## src/rtl/cp0_pkg.sv

```systemverilog
// Shared CP0 definitions: register numbers, exception codes and field positions
// for the commit-stage exception controller.
package cp0_pkg;

    localparam logic [4:0] CP0_BADVADDR = 5'd8;
    localparam logic [4:0] CP0_COUNT    = 5'd9;
    localparam logic [4:0] CP0_COMPARE  = 5'd11;
    localparam logic [4:0] CP0_STATUS   = 5'd12;
    localparam logic [4:0] CP0_CAUSE    = 5'd13;
    localparam logic [4:0] CP0_EPC      = 5'd14;

    localparam logic [4:0] EXC_INT  = 5'd0;
    localparam logic [4:0] EXC_ADEL = 5'd4;
    localparam logic [4:0] EXC_ADES = 5'd5;
    localparam logic [4:0] EXC_SYS  = 5'd8;
    localparam logic [4:0] EXC_BP   = 5'd9;
    localparam logic [4:0] EXC_RI   = 5'd10;
    localparam logic [4:0] EXC_OV   = 5'd12;

    localparam int unsigned STATUS_IE     = 0;
    localparam int unsigned STATUS_EXL    = 1;
    localparam int unsigned STATUS_IM_LO  = 8;
    localparam int unsigned STATUS_BEV    = 22;
    localparam int unsigned CAUSE_EXC_LO  = 2;
    localparam int unsigned CAUSE_IP_LO   = 8;
    localparam int unsigned CAUSE_TI      = 30;
    localparam int unsigned CAUSE_BD      = 31;

    localparam logic [31:0] STATUS_RESET = 32'h0040_0000;

    // Source of the BadVAddr update on an exception commit
    typedef enum logic [1:0] {
        BadKeep,
        BadPc,
        BadErr,
        BadEpc
    } badv_sel_e;

    function automatic logic [31:0] status_word(input logic [7:0] im, input logic exl,
                                                input logic ie);
        logic [31:0] w;
        w = STATUS_RESET;
        w[STATUS_IM_LO +: 8] = im;
        w[STATUS_EXL] = exl;
        w[STATUS_IE] = ie;
        return w;
    endfunction

endpackage

```

## src/rtl/cp0_exc_ctrl_irq_sync.sv

```systemverilog
// Parametrised N-wide, depth-D flop synchroniser; depth 0 is a plain wire.
module irq_sync #(
    parameter int unsigned WIDTH = 1,
    parameter int unsigned DEPTH = 2
) (
    input  logic             clk,
    input  logic             rst,
    input  logic [WIDTH-1:0] din,
    output logic [WIDTH-1:0] dout
);

    generate
        if (DEPTH == 0) begin : g_bypass
            assign dout = din;
        end else begin : g_flops
            logic [WIDTH-1:0] stage_q [DEPTH];

            always_ff @(posedge clk) begin
                if (rst) begin
                    for (int unsigned i = 0; i < DEPTH; i++) begin
                        stage_q[i] <= '0;
                    end
                end else begin
                    stage_q[0] <= din;
                    for (int unsigned i = 1; i < DEPTH; i++) begin
                        stage_q[i] <= stage_q[i-1];
                    end
                end
            end

            assign dout = stage_q[DEPTH-1];
        end
    endgenerate

endmodule

```

## src/rtl/cp0_exc_ctrl.sv

```systemverilog
// Commit-stage exception prioritisation together with the CP0 registers it
// updates (Status, Cause, EPC, BadVAddr, Count, Compare) and the MTC0/MFC0 port.
module cp0_exc_ctrl
    import cp0_pkg::*;
#(
    parameter int unsigned N_HW_IRQ   = 6,
    parameter int unsigned TIMER_LINE = 5,
    parameter int unsigned IRQ_SYNC   = 2,
    parameter logic [31:0] EXC_VECTOR = 32'hBFC0_0380
) (
    input  logic                clk,
    input  logic                rst,
    input  logic                valid,
    input  logic [31:0]         pc,
    input  logic                is_ds,
    input  logic                is_eret,
    input  logic                f_adel_if,
    input  logic                f_reserved,
    input  logic                f_ov,
    input  logic                f_sys,
    input  logic                f_bp,
    input  logic                f_mem_ae,
    input  logic                mem_write,
    input  logic [31:0]         err_addr,
    input  logic [N_HW_IRQ-1:0] hw_irq,
    input  logic                stall,
    input  logic                cp0_we,
    input  logic [4:0]          cp0_waddr,
    input  logic [31:0]         cp0_wdata,
    input  logic [4:0]          cp0_raddr,
    output logic [31:0]         cp0_rdata,
    output logic                exc_flush,
    output logic [31:0]         exc_target,
    output logic                timer_int
);

    logic [N_HW_IRQ-1:0] irq_synced;

    irq_sync #(
        .WIDTH (N_HW_IRQ),
        .DEPTH (IRQ_SYNC)
    ) u_irq_sync (
        .clk  (clk),
        .rst  (rst),
        .din  (hw_irq),
        .dout (irq_synced)
    );

    logic [7:0]  status_im_q, status_im_d;
    logic        status_exl_q, status_exl_d;
    logic        status_ie_q, status_ie_d;
    logic        cause_bd_q, cause_bd_d;
    logic [1:0]  cause_ip_sw_q, cause_ip_sw_d;
    logic [4:0]  cause_exc_q, cause_exc_d;
    logic [31:0] epc_q, epc_d;
    logic [31:0] badvaddr_q, badvaddr_d;
    logic [31:0] count_q, count_d;
    logic [31:0] compare_q, compare_d;
    logic        phase_q;
    logic        timer_int_q, timer_int_d;
    logic        flush_q;
    logic [31:0] target_q, target_d;

    logic [5:0] ip_hw;
    logic [7:0] cause_ip;

    always_comb begin
        ip_hw = '0;
        for (int unsigned i = 0; i < N_HW_IRQ; i++) begin
            ip_hw[i] = irq_synced[i];
        end
        ip_hw[TIMER_LINE] = ip_hw[TIMER_LINE] | timer_int_q;
    end

    assign cause_ip = {ip_hw, cause_ip_sw_q};

    logic      exc_live, int_pend;
    logic      exc_hit;
    logic [4:0] exc_code;
    badv_sel_e exc_badv_sel;

    assign exc_live = valid & ~status_exl_q;
    assign int_pend = (|(cause_ip & status_im_q)) & status_ie_q & exc_live;

    always_comb begin
        exc_hit      = 1'b1;
        exc_code     = EXC_INT;
        exc_badv_sel = BadKeep;
        if (int_pend) begin
            exc_code = EXC_INT;
        end else if (exc_live && f_adel_if) begin
            exc_code     = EXC_ADEL;
            exc_badv_sel = BadPc;
        end else if (exc_live && f_reserved) begin
            exc_code = EXC_RI;
        end else if (exc_live && f_ov) begin
            exc_code = EXC_OV;
        end else if (exc_live && f_sys) begin
            exc_code = EXC_SYS;
        end else if (exc_live && f_bp) begin
            exc_code = EXC_BP;
        end else if (exc_live && f_mem_ae) begin
            exc_code     = mem_write ? EXC_ADES : EXC_ADEL;
            exc_badv_sel = BadErr;
        end else begin
            exc_hit = 1'b0;
        end
    end

    // ERET is not masked by EXL: it normally runs with EXL set
    logic eret_go, eret_bad;
    logic take_exc, take_eret, flush_event, mtc0_go;
    badv_sel_e badv_sel;

    assign eret_go     = valid & is_eret & ~exc_hit;
    assign eret_bad    = eret_go & (epc_q[1:0] != 2'b00);
    assign take_exc    = ~stall & (exc_hit | eret_bad);
    assign take_eret   = ~stall & eret_go & ~eret_bad;
    assign flush_event = take_exc | take_eret;
    // An MTC0 alongside a flush belongs to the flushed instruction
    assign mtc0_go     = cp0_we & ~stall & ~flush_event;
    assign badv_sel    = exc_hit ? exc_badv_sel : BadEpc;

    always_comb begin
        status_im_d   = status_im_q;
        status_exl_d  = status_exl_q;
        status_ie_d   = status_ie_q;
        cause_bd_d    = cause_bd_q;
        cause_ip_sw_d = cause_ip_sw_q;
        cause_exc_d   = cause_exc_q;
        epc_d         = epc_q;
        badvaddr_d    = badvaddr_q;
        compare_d     = compare_q;
        target_d      = target_q;
        count_d       = count_q + {31'b0, phase_q};
        timer_int_d   = timer_int_q | ((count_q == compare_q) & (compare_q != '0));

        if (mtc0_go) begin
            case (cp0_waddr)
                CP0_COUNT:   count_d = cp0_wdata;
                CP0_COMPARE: begin
                    compare_d   = cp0_wdata;
                    timer_int_d = 1'b0;
                end
                CP0_STATUS: begin
                    status_im_d  = cp0_wdata[STATUS_IM_LO +: 8];
                    status_exl_d = cp0_wdata[STATUS_EXL];
                    status_ie_d  = cp0_wdata[STATUS_IE];
                end
                CP0_CAUSE:   cause_ip_sw_d = cp0_wdata[CAUSE_IP_LO +: 2];
                CP0_EPC:     epc_d = cp0_wdata;
                default:     ;
            endcase
        end

        if (take_exc) begin
            status_exl_d = 1'b1;
            cause_bd_d   = is_ds;
            cause_exc_d  = exc_hit ? exc_code : EXC_ADEL;
            if (exc_hit) begin
                epc_d = is_ds ? (pc - 32'd4) : pc;
            end
            case (badv_sel)
                BadPc:   badvaddr_d = pc;
                BadErr:  badvaddr_d = err_addr;
                BadEpc:  badvaddr_d = epc_q;
                default: ;
            endcase
            target_d = EXC_VECTOR;
        end else if (take_eret) begin
            status_exl_d = 1'b0;
            target_d     = epc_q;
        end
    end

    always_ff @(posedge clk) begin
        if (rst) begin
            status_im_q   <= '0;
            status_exl_q  <= 1'b0;
            status_ie_q   <= 1'b0;
            cause_bd_q    <= 1'b0;
            cause_ip_sw_q <= '0;
            cause_exc_q   <= '0;
            epc_q         <= '0;
            badvaddr_q    <= '0;
            count_q       <= '0;
            compare_q     <= '0;
            phase_q       <= 1'b0;
            timer_int_q   <= 1'b0;
            flush_q       <= 1'b0;
            target_q      <= '0;
        end else begin
            status_im_q   <= status_im_d;
            status_exl_q  <= status_exl_d;
            status_ie_q   <= status_ie_d;
            cause_bd_q    <= cause_bd_d;
            cause_ip_sw_q <= cause_ip_sw_d;
            cause_exc_q   <= cause_exc_d;
            epc_q         <= epc_d;
            badvaddr_q    <= badvaddr_d;
            count_q       <= count_d;
            compare_q     <= compare_d;
            phase_q       <= ~phase_q;
            timer_int_q   <= timer_int_d;
            flush_q       <= flush_event;
            target_q      <= target_d;
        end
    end

    always_comb begin
        cp0_rdata = '0;
        case (cp0_raddr)
            CP0_BADVADDR: cp0_rdata = badvaddr_q;
            CP0_COUNT:    cp0_rdata = count_q;
            CP0_COMPARE:  cp0_rdata = compare_q;
            CP0_STATUS:   cp0_rdata = status_word(status_im_q, status_exl_q, status_ie_q);
            CP0_CAUSE:    cp0_rdata = {cause_bd_q, timer_int_q, 14'b0, cause_ip, 1'b0,
                                       cause_exc_q, 2'b0};
            CP0_EPC:      cp0_rdata = epc_q;
            default:      cp0_rdata = '0;
        endcase
    end

    assign exc_flush  = flush_q;
    assign exc_target = target_q;
    assign timer_int  = timer_int_q;

endmodule

```

## config.mk

```make
export PLATFORM = sky130hd
export DESIGN_NAME = cp0_exc_ctrl
export DESIGN_NICKNAME = d
export VERILOG_FILES = /design/src/rtl/cp0_pkg.sv /design/src/rtl/cp0_exc_ctrl_irq_sync.sv /design/src/rtl/cp0_exc_ctrl.sv
export SDC_FILE = /design/constraint.sdc
export NUM_CORES = 1
export LEC_CHECK = 0
export CORE_AREA = 8 8 172 174
export DETAILED_ROUTE_END_ITERATION = 10
export DIE_AREA = 0 0 180 182
export GPL_TIMING_DRIVEN = 0
export PLACE_DENSITY_LB_ADDON = 0.15
export SLEW_MARGIN = 20
export SYNTH_ARGS = -nofsm -noshare
export SYNTH_HDL_FRONTEND = slang
export SYNTH_SLANG_ARGS = --single-unit
```

## constraint.sdc

```tcl
create_clock -name clk -period 2.5 [get_ports clk]
set_input_delay 0.5 -clock clk [delete_from_list [all_inputs] [get_ports clk]]
set_output_delay 0.5 -clock clk [all_outputs]
set_load 0.05 [all_outputs]
```

==> results.txt, run 1 <==
Setup crit start kind -> input pin
Metal-1 WL -> 19.5 mm
critical path fanouts, max -> 7
status -> finished, final reports clean
Final period util -> 0.993
largest net degree at the start of global routing -> 20
max frequency -> 403 MHz
total inserted antenna cells -> 0
die area -> 0.0328 mm²
critical path capture point type -> output pin
RSZ-0062 raised after global routing -> yes
Syn. warnings -> 0
Global Route Usage Sum -> 0.278
ANT nets after route -> 0
WS Path Type -> input pin to output pin
final WL -> 47.5 mm
H-tree depth -> 4
Max VDD drop -> 466 µV
row count -> 60
final hold violation count -> 0
Hold/Removal Path Class -> register to register
metal2 WL -> 21.6 mm
Post-synth EDFFs -> 0
Congestion Overflow GR -> 0
area delta synth->final -> 35.5%
post-synthesis cell type count -> 70
CTS tree -> yes
clk sinks -> 192
Mapped Nets -> 1392
Vias -> 11384
Most used DFF post-synth -> dfxtp_1
chip width -> 180 µm
layout cells sized above 1 -> 0.160
Async S/R FF share, synth -> 0
HPWL after detailed placement -> 36.1 mm
post-DR vias/cell -> 6.15
First-pass DRT Iterations -> 6
Leak -> 5.44 nW
DR iter-0 viols -> 1295
Hold WS -> 0.423 ns
routability cong. -> 0.938
clock latency on the worst-skew pair -> 0.44 ns
total CTS buffers -> 17
total power -> 7.55 mW
Post-Syn Instances -> 1263
core area -> 0.0267 mm²
drt drc -> 0
sequential-to-total area share from yosys stat -> 0.366
Yosys reg bits -> 192
Post-CTS Hold Buffers -> 0
max_slew headroom -> 0.355
Post-synth top cells -> dfxtp_1, nand2_1, nor2_1
share of the synthesized area in the top cell type -> 0.366
root buffer cell -> clkbuf_16
critical path required time -> 2.00 ns
vias in the first global route -> 11089
first-pass GRT wire length -> 69.5 mm
CP Data Arrival Time -> 1.98 ns
Slew Limit Fails -> 0
Worst-path clk slew -> 0.08 ns
routed len/inst -> 25.7 µm
Final min period -> 2.48 ns
I/O pin total -> 192
Post-Syn Area -> 0.0105 mm²
DR WL met3 -> 4.20 mm
count leader, synth -> dfxtp_1
Max Used Layer -> met4
maximum buffer depth of the clock tree -> 2
actual slew at the worst max-slew pin -> 0.968 ns
Starting Density -> 0.394
P per Cell Area -> 530 mW/mm²
Synth area leader -> dfxtp_1
setup violation total in the final timing report -> 0
max cap viols -> 0
nets -> 1625
Synth area leaders -> dfxtp_1, nand2_1, xor2_1
initial antenna violation count -> 0
die height -> 182 µm
Clock Skew -> 0.0112 ns
synthesized area per cell -> 8.32 µm²
number of I/O port buffers -> 189
## cell usage in the layout (no fill, tap or decap), drive strengths merged, types with 11 or more instances in the layout
cell type      count
a22oi             63
nand4             15
xor2              62
buf              108
clkbuf            75
nor2             126
clkdlybuf4s50    146
dfxtp            192
nand3             27
nand2b            36
a311oi            29
mux2i             46
nor4              27
nor3              49
inv               14
a32o              34
a211oi            34
nand2            173
xnor2             24
a21oi             85
a31oi             30
o21ai             11
nor2b             15
## sequential cells by signal, summed over array words and instances (netlist names), 2 cells and up
signal and flops:
badvaddr_q 32, cause_exc_q 4, cause_ip_sw_q 2, compare_q 32, count_q 32, epc_q 32
exc_target 32, status_im_q 8, u_irq_sync.g_flops.stage_q 12
## cells by family (layout without fill, tap and decap cells)
kind of cell,count (synthesis),in the layout,share of synthesized area
xor+xnor,86,86,0.0717
flops,192,192,0.366
compound gates,313,313,0.218
mux,46,46,0.0438
fa+ha+maj,3,3,0.00357
buf+inv,109,354,0.0517
simple gates,514,515,0.245
## per-layer routing
layer	vias up	global-route usage
li1	5097	-
met1	5578	0.348
met2	593	0.440
met3	116	0.0663
met4	0	0.140
met5	-	0
## critical path: stages
cell and delay, ns:
buf_6 0.09, or3b_4 0.44, nor3_4 0.18, buf_12 0.17, clkbuf_16 0.15, a222oi_1 0.07, nand2_1 0.18, buf_6 0.19
## repair_timing
action,in CTS,in global routing
cloned,2,5
resized for setup,315,62
endpoints found under the setup margin,195,198
pin swaps,15,16
buffers inserted,13,8
## path summary, 6_finish.rpt
kind	slack, ns	end	cells after the start	start
max	0.02	cp0_rdata[22]	8	cp0_raddr[2]
min	0.42	phase_q	1	phase_q
max reg2reg	0.04	badvaddr_q[17]	8	status_im_q[6]
min reg2reg	0.42	phase_q	1	phase_q
## cell type report
class                      count  area [µm²]
clock buffer                  19         453
clock inverter                13         160
timing repair buffer         215        2160
inverter                       5        18.8
fill                        2541       12400
buffer                       102         747
sequential                   192        3840
multi-input combinational    963        6420
tap                          341         427
## power breakdown
part / total, mW / internal [mW] / leakage, nW / switching [mW]
Combinational: 1.29 / 0.544 / 3.57 / 0.745
Clock: 2.92 / 1.50 / 0.305 / 1.43
Sequential: 3.34 / 3.18 / 1.56 / 0.152
Total: 7.55 / 5.23 / 5.44 / 2.32
## metrics by stage
step	setup TNS [ns]	instance area, µm²	cells	setup slack [ns]	util
2_1_floorplan	0	10600	1263	0.00132	-
3_3_place_gp	-164.37	12900	1793	-1.98	0.483
3_5_place_dp	-166.90	12900	1793	-1.94	0.483
4_1_cts	-0.00701	14000	1838	-0.00447	0.524
5_1_grt	-0.0946	14200	1850	-0.0150	0.534
6_report	0	14200	1850	0.0167	0.534
Power figures use the tool's default switching activity.
==> inputs of run 2 (changes only) <==
--- a/config.mk
+++ b/config.mk
@@ -6,6 +6,7 @@
 export NUM_CORES = 1
 export LEC_CHECK = 0
 export CORE_AREA = 8 8 172 174
+export CTS_CLUSTER_SIZE = 24
 export DETAILED_ROUTE_END_ITERATION = 10
 export DIE_AREA = 0 0 180 182
 export GPL_TIMING_DRIVEN = 0
==> results of run 2 <==
The final DEF is identical to that of run 1; final timing and power are the same.
